$ cat src/rtl/mmu_seq_if.sv
// mmu_seq_if: bundles every signal of the mmu_seq sequencer except the clock and reset.
//
// Signal groups:
//   job control : start, num_vec (in), busy, done (out)
//   weight beat : wt_in_valid, wt_in (in), wt_in_ready (out)
//   input vector: dat_in_valid, dat_in (in), dat_in_ready (out)
//   array side  : mmu_control, mmu_data_arr, mmu_wt_arr (out), mmu_acc_out (in)
//   result      : res_ready (in), res_valid, res_data (out)
//
// Modports:
//   slave  - the sequencer itself
//   master - the surroundings (buffers, array, result consumer)
interface mmu_seq_if #(
    parameter int ROWS      = 4,
    parameter int COLS      = 4,
    parameter int BIT_WIDTH = 8,
    parameter int ACC_WIDTH = 32
);
    logic                      start;
    logic [15:0]               num_vec;
    logic                      busy;
    logic                      done;

    logic                      wt_in_valid;
    logic                      wt_in_ready;
    logic [BIT_WIDTH*ROWS-1:0] wt_in;

    logic                      dat_in_valid;
    logic                      dat_in_ready;
    logic [BIT_WIDTH*COLS-1:0] dat_in;

    logic                      mmu_control;
    logic [BIT_WIDTH*COLS-1:0] mmu_data_arr;
    logic [BIT_WIDTH*ROWS-1:0] mmu_wt_arr;
    logic [ACC_WIDTH*ROWS-1:0] mmu_acc_out;

    logic                      res_valid;
    logic                      res_ready;
    logic [ACC_WIDTH*ROWS-1:0] res_data;

    modport slave (
        input  start, num_vec, wt_in_valid, wt_in, dat_in_valid, dat_in,
               mmu_acc_out, res_ready,
        output busy, done, wt_in_ready, dat_in_ready, mmu_control,
               mmu_data_arr, mmu_wt_arr, res_valid, res_data
    );

    modport master (
        output start, num_vec, wt_in_valid, wt_in, dat_in_valid, dat_in,
               mmu_acc_out, res_ready,
        input  busy, done, wt_in_ready, dat_in_ready, mmu_control,
               mmu_data_arr, mmu_wt_arr, res_valid, res_data
    );
endinterface

$ cat src/rtl/mmu_seq.sv
// mmu_seq: job sequencer for a ROWS x COLS weight-stationary systolic MAC array.
//
// Per job: shifts one weight tile into the array (COLS beats, last column first),
// waits one settle cycle, streams num_vec input vectors with per-column skew,
// deskews the per-row sums coming back and queues them in a first-word-fall-through
// result FIFO. Input acceptance is credit limited so the FIFO can never overflow.
//
// Ports:
//   clk   - clock
//   reset - synchronous, active-high reset (clears FSM, counters, pipelines, FIFO)
//   bus   - mmu_seq_if.slave: job control, weight/data streams, array side, results
module mmu_seq #(
    parameter int ROWS      = 4,
    parameter int COLS      = 4,
    parameter int BIT_WIDTH = 8,
    parameter int ACC_WIDTH = 32,
    parameter int ARR_LAT   = 5,
    parameter int RES_DEPTH = 16
) (
    input  logic     clk,
    input  logic     reset,
    mmu_seq_if.slave bus
);

    // Acceptance to FIFO write: skew register + array + deskew of row 0.
    localparam int LAT    = 1 + ARR_LAT + (ROWS - 1);
    localparam int AW     = $clog2(RES_DEPTH);
    localparam int CNT_W  = $clog2(RES_DEPTH + LAT + 1);
    localparam int BEAT_W = $clog2(COLS + 1);
    localparam int DW     = BIT_WIDTH * COLS;
    localparam int RW     = ACC_WIDTH * ROWS;

    typedef enum logic [2:0] {
        IDLE,
        LOAD_W,
        SETTLE,
        STREAM,
        DRAIN,
        DONE
    } state_t;

    state_t             state;
    state_t             state_nxt;
    logic [15:0]        remaining;
    logic [BEAT_W-1:0]  beat_cnt;
    logic               wt_acc;
    logic               dat_rdy;
    logic               dat_acc;

    logic [DW-1:0]      skew_p [COLS];
    logic [DW-1:0]      data_arr;
    logic [LAT-1:0]     vld_p;
    logic [RW-1:0]      dsk_p  [ROWS-1];
    logic [RW-1:0]      aligned;

    logic [RW-1:0]      mem [RES_DEPTH];
    logic [AW-1:0]      wr_ptr;
    logic [AW-1:0]      rd_ptr;
    logic [CNT_W-1:0]   fifo_count;
    logic [CNT_W-1:0]   inflight;
    logic               push;
    logic               pop;
    logic               full;
    logic               res_vld;

    function automatic logic [CNT_W-1:0] popcount(input logic [LAT-1:0] v);
        logic [CNT_W-1:0] n;
        n = '0;
        for (int i = 0; i < LAT; i++) begin
            n = n + CNT_W'(v[i]);
        end
        return n;
    endfunction

    // Control: state register and job counters.
    always_ff @(posedge clk) begin
        if (reset) begin
            state     <= IDLE;
            remaining <= '0;
            beat_cnt  <= '0;
        end else begin
            state <= state_nxt;
            if (state == IDLE && bus.start) begin
                remaining <= bus.num_vec;
            end else if (dat_acc) begin
                remaining <= remaining - 16'd1;
            end
            if (state == IDLE) begin
                beat_cnt <= '0;
            end else if (wt_acc) begin
                beat_cnt <= beat_cnt + BEAT_W'(1);
            end
        end
    end

    always_comb begin
        state_nxt = state;
        wt_acc    = 1'b0;
        dat_rdy   = 1'b0;
        case (state)
            IDLE: begin
                if (bus.start) state_nxt = LOAD_W;
            end
            LOAD_W: begin
                wt_acc = bus.wt_in_valid;
                if (wt_acc && beat_cnt == BEAT_W'(COLS - 1)) state_nxt = SETTLE;
            end
            SETTLE: begin
                state_nxt = (remaining == 16'd0) ? DRAIN : STREAM;
            end
            STREAM: begin
                // Credit: every in-flight vector already owns a FIFO slot.
                dat_rdy = (remaining != 16'd0) &&
                          ((fifo_count + inflight) < CNT_W'(RES_DEPTH));
                if (dat_rdy && bus.dat_in_valid && remaining == 16'd1) state_nxt = DRAIN;
            end
            DRAIN: begin
                if (inflight == '0) state_nxt = DONE;
            end
            DONE: begin
                state_nxt = IDLE;
            end
            default: begin
                state_nxt = IDLE;
            end
        endcase
    end

    assign dat_acc          = dat_rdy && bus.dat_in_valid;
    assign bus.busy         = (state != IDLE);
    assign bus.done         = (state == DONE);
    assign bus.wt_in_ready  = (state == LOAD_W);
    assign bus.dat_in_ready = dat_rdy;
    // Weights reach the array only on the accepted beat itself.
    assign bus.mmu_control  = wt_acc;
    assign bus.mmu_wt_arr   = wt_acc ? bus.wt_in : '0;

    // Stage p0: accepted vector (or a zero bubble) and its tag enter the pipes.
    // Column c is tapped from stage c, giving the diagonal input skew.
    always_ff @(posedge clk) begin
        if (reset) begin
            for (int k = 0; k < COLS; k++) skew_p[k] <= '0;
            vld_p <= '0;
        end else begin
            skew_p[0] <= dat_acc ? bus.dat_in : '0;
            for (int k = 1; k < COLS; k++) skew_p[k] <= skew_p[k-1];
            vld_p <= {vld_p[LAT-2:0], dat_acc};
        end
    end

    always_comb begin
        data_arr = '0;
        for (int c = 0; c < COLS; c++) begin
            data_arr[c*BIT_WIDTH +: BIT_WIDTH] = skew_p[c][c*BIT_WIDTH +: BIT_WIDTH];
        end
    end

    assign bus.mmu_data_arr = data_arr;
    assign inflight         = popcount(vld_p);

    // Deskew: row r leaves the array r cycles after row 0, so it is held
    // ROWS-1-r cycles; stage dsk_p[j] adds j+1 cycles of delay.
    always_ff @(posedge clk) begin
        if (reset) begin
            for (int j = 0; j < ROWS - 1; j++) dsk_p[j] <= '0;
        end else begin
            dsk_p[0] <= bus.mmu_acc_out;
            for (int j = 1; j < ROWS - 1; j++) dsk_p[j] <= dsk_p[j-1];
        end
    end

    always_comb begin
        aligned = '0;
        for (int r = 0; r < ROWS - 1; r++) begin
            aligned[r*ACC_WIDTH +: ACC_WIDTH] = dsk_p[ROWS-2-r][r*ACC_WIDTH +: ACC_WIDTH];
        end
        aligned[(ROWS-1)*ACC_WIDTH +: ACC_WIDTH] =
            bus.mmu_acc_out[(ROWS-1)*ACC_WIDTH +: ACC_WIDTH];
    end

    // Result FIFO: write when the tag of a real vector reaches the end of the pipe.
    assign push    = vld_p[LAT-1];
    assign res_vld = (fifo_count != '0);
    assign pop     = res_vld && bus.res_ready;
    assign full    = (fifo_count == CNT_W'(RES_DEPTH));

    always_ff @(posedge clk) begin
        if (push) mem[wr_ptr] <= aligned;
    end

    always_ff @(posedge clk) begin
        if (reset) begin
            wr_ptr     <= '0;
            rd_ptr     <= '0;
            fifo_count <= '0;
        end else begin
            if (push) wr_ptr <= wr_ptr + AW'(1);
            if (pop)  rd_ptr <= rd_ptr + AW'(1);
            if (push && !pop) begin
                fifo_count <= fifo_count + CNT_W'(1);
            end else if (!push && pop) begin
                fifo_count <= fifo_count - CNT_W'(1);
            end
        end
    end

    assign bus.res_valid = res_vld;
    assign bus.res_data  = res_vld ? mem[rd_ptr] : '0;

    // A push into a full FIFO without a matching pop would lose a result.
    assert property (@(posedge clk) disable iff (reset) !(push && full && !pop));

endmodule

$ cat src/flat_wrapper.sv
// flat-port wrapper written by rule: the top's interface ports become plain ports
module mmu_seq_flat 
#(
    parameter int ROWS      = 4,
    parameter int COLS      = 4,
    parameter int BIT_WIDTH = 8,
    parameter int ACC_WIDTH = 32,
    parameter int ARR_LAT   = 5,
    parameter int RES_DEPTH = 16
)
  (clk, reset, bus_start, bus_num_vec, bus_wt_in_valid, bus_wt_in, bus_dat_in_valid, bus_dat_in, bus_mmu_acc_out, bus_res_ready, bus_busy, bus_done, bus_wt_in_ready, bus_dat_in_ready, bus_mmu_control, bus_mmu_data_arr, bus_mmu_wt_arr, bus_res_valid, bus_res_data);
  mmu_seq_if #(.ROWS(ROWS), .COLS(COLS), .BIT_WIDTH(BIT_WIDTH), .ACC_WIDTH(ACC_WIDTH)) bus_i ();
  input  logic clk;
  input  logic reset;
  input wire logic [$bits(bus_i.start)-1:0] bus_start;
  input wire logic [$bits(bus_i.num_vec)-1:0] bus_num_vec;
  input wire logic [$bits(bus_i.wt_in_valid)-1:0] bus_wt_in_valid;
  input wire logic [$bits(bus_i.wt_in)-1:0] bus_wt_in;
  input wire logic [$bits(bus_i.dat_in_valid)-1:0] bus_dat_in_valid;
  input wire logic [$bits(bus_i.dat_in)-1:0] bus_dat_in;
  input wire logic [$bits(bus_i.mmu_acc_out)-1:0] bus_mmu_acc_out;
  input wire logic [$bits(bus_i.res_ready)-1:0] bus_res_ready;
  output wire logic [$bits(bus_i.busy)-1:0] bus_busy;
  output wire logic [$bits(bus_i.done)-1:0] bus_done;
  output wire logic [$bits(bus_i.wt_in_ready)-1:0] bus_wt_in_ready;
  output wire logic [$bits(bus_i.dat_in_ready)-1:0] bus_dat_in_ready;
  output wire logic [$bits(bus_i.mmu_control)-1:0] bus_mmu_control;
  output wire logic [$bits(bus_i.mmu_data_arr)-1:0] bus_mmu_data_arr;
  output wire logic [$bits(bus_i.mmu_wt_arr)-1:0] bus_mmu_wt_arr;
  output wire logic [$bits(bus_i.res_valid)-1:0] bus_res_valid;
  output wire logic [$bits(bus_i.res_data)-1:0] bus_res_data;
  assign bus_i.start = bus_start;
  assign bus_i.num_vec = bus_num_vec;
  assign bus_i.wt_in_valid = bus_wt_in_valid;
  assign bus_i.wt_in = bus_wt_in;
  assign bus_i.dat_in_valid = bus_dat_in_valid;
  assign bus_i.dat_in = bus_dat_in;
  assign bus_i.mmu_acc_out = bus_mmu_acc_out;
  assign bus_i.res_ready = bus_res_ready;
  assign bus_busy = bus_i.busy;
  assign bus_done = bus_i.done;
  assign bus_wt_in_ready = bus_i.wt_in_ready;
  assign bus_dat_in_ready = bus_i.dat_in_ready;
  assign bus_mmu_control = bus_i.mmu_control;
  assign bus_mmu_data_arr = bus_i.mmu_data_arr;
  assign bus_mmu_wt_arr = bus_i.mmu_wt_arr;
  assign bus_res_valid = bus_i.res_valid;
  assign bus_res_data = bus_i.res_data;
  mmu_seq #(.ROWS(ROWS), .COLS(COLS), .BIT_WIDTH(BIT_WIDTH), .ACC_WIDTH(ACC_WIDTH), .ARR_LAT(ARR_LAT), .RES_DEPTH(RES_DEPTH)) u_core (.clk(clk), .reset(reset), .bus(bus_i));
endmodule
$ cat config.mk
export PLATFORM = sky130hd
export DESIGN_NAME = mmu_seq_flat
export DESIGN_NICKNAME = d
export VERILOG_FILES = /design/src/rtl/mmu_seq_if.sv /design/src/rtl/mmu_seq.sv /design/src/flat_wrapper.sv
export SDC_FILE = /design/constraint.sdc
export NUM_CORES = 2
export LEC_CHECK = 0
export BUFFER_PORTS_ARGS = -buffer_cell sky130_fd_sc_hd__buf_2
export CAP_MARGIN = 30
export CORE_MARGIN = 8
export CORE_UTILIZATION = 35
export CTS_CLUSTER_DIAMETER = 50
export DETAILED_ROUTE_END_ITERATION = 10
export PLACE_DENSITY = 0.58
export SYNTH_ARGS = -nofsm -noshare
export SYNTH_HDL_FRONTEND = slang
export SYNTH_SLANG_ARGS = --single-unit
$ cat constraint.sdc
create_clock -name clk -period 13.7 [get_ports clk]
set_clock_uncertainty 0.05 [all_clocks]
set_input_delay 4.11 -clock clk [delete_from_list [all_inputs] [get_ports clk]]
set_output_delay 4.11 -clock clk [all_outputs]
set_load 0.1 [all_outputs]
==> run metrics <==
WP data arrival approximately 5.3 ns; Synth area leader edfxtp_1; H-tree depth 5; Slew HR 25.0%; post-CTS setup buffer count 0; CP Capture Type output pin; cells along the critical path buf_2 > and2_1 > buf_2; Synth async-reset ratio 0%; Routed Antenna Nets 0; WP data required 9.54 ns; most frequent cell after synthesis edfxtp_1; Final Hold Fails 0; Max VDD drop 179 uV; final wirelength between 200,000 and 250,000 um; Fill cells 21,913; drt drc 0; DR WL/cell approximately 26 um; clock buffer depth 4; FF+latch count, synth 2,368; Final min period 9.41 ns; I/O pin count roughly 410; synthesized area per cell 22.4 um^2; number of vias per cell 5.01; first-pass GRT wire length 305,000 um; CP most frequent cell buf_2; met3 Use GR 2.88%; grt met2 use 25.7%; Max Cap Viol 0; busiest metal layer after global routing met2; GRT Util Overall 15.2%; RSZ-0062 raised after global routing false; core area 251,000 um^2; layout cells sized above 1 34.0%; Final #Nets about 4,700; synthesis-to-layout area growth 17.5%; DR vias about 40,000; CTS tree built; hold_ws 0.367 ns; prevailing post-synth register cell edfxtp_1; Die Ht 518 um; sequential area share after synthesis 76.9%; Detailed Place HPWL 108,000 um; synth unique cells 51; Post-Syn Area 88,300 um^2; setup_tns 0 ns; Pleak 0.0337 uW; DIE WIDTH between 500 and 600 um; hold_buf cts 0; Fmax 0.106 GHz; number of synthesized flops with an enable pin 2,048; ranking of synthesized cells by area edfxtp_1, mux4_2, dfxtp_1, nor2b_1, and2_1; top-area cell type share of the netlist area 69.7%; fin crit share 68.7%; post-synthesis cell count 3,948; row cnt 184; top post-synthesis cells by count edfxtp_1, mux4_2, dfxtp_1, nor2b_1, and2_1; gr ovfl total 0; CTS Buf Count 304; Setup Viol. Count Final 0; largest net degree at the start of global routing 141; DIE AREA 269,000 um^2; worst hold path type register to register; post-CTS resize count 0; Max stage delay on crit path 0.47 ns; DRT iter0 DRCs 3,457; Clock transition at path regs 0.06 ns; vias in the first global route 43,409; Worst Tran Pin Value about 1.1 ns; Setup crit start kind input pin; YS warnings 0; Crit Path Max Fanout 35; outcome finished, final reports clean; Worst-Skew Late Latency 0.92 ns; DR pass1 iterations 5; # port buffers 411; Global Route met1 Usage between 20% and 30%; Final Wtd Congestion 0.736; Post-Syn Nets approximately 4,200; antenna violations before repair 27; Slowest cell on crit path buf_2; Crit Path Category input pin to output pin; power per cell area approximately 210 nW/um^2; Clock Sinks between 2,000 and 2,500; root buffer cell clkbuf_16; Initial Util 35.1%; final slew viol count 0
[cell type report]
cell class | count | area, um^2 | area share, %
clock inverters | 151 | 1520 | 1.46
diodes | 7 | 17.5 | 0.0169
multi-input cells | 1325 | 18900 | 18.3
inverters | 22 | 82.6 | 0.0796
clock buffers | 378 | 8180 | 7.89
well taps | 3348 | 4190 | 4.04
flip-flops and latches | 2368 | 67900 | 65.5
repair buffers | 486 | 2900 | 2.80
[where the power goes]
group | switching [uW] | internal [uW]
Combinational | 4040 | 1700
Clock | 2990 | 4660
Sequential | 113 | 7850
Total | 7140 | 14200
[logic make-up after synthesis]
logic type	share of synthesized area, %
xor+xnor	0.119
fa+ha+maj	0.448
mux	16.4
buf+inv	1.66
flops	76.9
simple gates	4.02
compound gates	0.418
[critical path, delay by kind of cell]
family / cells / cell delay [ns]
buffers and inverters: 2 / 0.82
and+or+nand+nor: 1 / 0.31
[metal layers]
metal	vias to the layer above	part of all wire [%]
met5	-	0.022
met4	8	2.0
met3	305	5.1
met2	1140	50
met1	21759	43
li1	17328	-
[cells in the final DEF (no fill, tap or decap), types with 17 or more instances in the layout]
cell type  Yosys  layout
buf_2         13     410
nand2_1       20      19
clkbuf_16      0     310
nor2_1        46      46
clkinv_2       0      39
clkbuf_1     131      50
clkbuf_8       0      17
mux4_2       640     640
inv_6          0      18
inv_1         21      21
buf_4         25      57
edfxtp_1    2048    2048
bufinv_16      0      21
dfxtp_1      320     316
nor2b_1      245     245
and2_1       182     166
and3_1        34      34
ha_1          22      22
clkinv_1       0      26
[metrics by stage]
stage / setup WS, ns / instance area [um^2] / total power [uW] / std cells / util, %
6_report: 4.29 / 104000 / 21300 / 8085 / 41.3
5_1_grt: 4.08 / 104000 / 22100 / 8080 / 41.3
4_1_cts: 4.19 / 104000 / 21700 / 8076 / 41.3
3_5_place_dp: 4.31 / 94000 / 14000 / 7547 / 37.4
3_3_place_gp: 4.36 / 93900 / 13900 / 7543 / 37.4
2_1_floorplan: 4.38 / 88300 / 12800 / 3948 / -
[state kept, by name, indices dropped and copies added, names as in the netlist, named ones only]
name               count
u_core.vld_p           9
u_core.mem          2048
u_core.wr_ptr          4
u_core.rd_ptr          4
u_core.skew_p         80
u_core.state           3
u_core.dsk_p         192
u_core.fifo_count      5
u_core.beat_cnt        3
u_core.remaining      16
[path summary, 6_finish.rpt]
path | startpoint | end | slack (ns) | cells past startpoint
hold / removal | u_core.dsk_p[0][156] | u_core.dsk_p[0][284] | 0.37 | 1
setup reg to reg | u_core.vld_p[0] | u_core.remaining[10] | 8.91 | 16
setup / recovery | bus_wt_in_valid | bus_mmu_control | 4.29 | 3
hold reg to reg | u_core.dsk_p[0][156] | u_core.dsk_p[0][284] | 0.37 | 1
No activity file was read; power rests on OpenSTA's default activity.
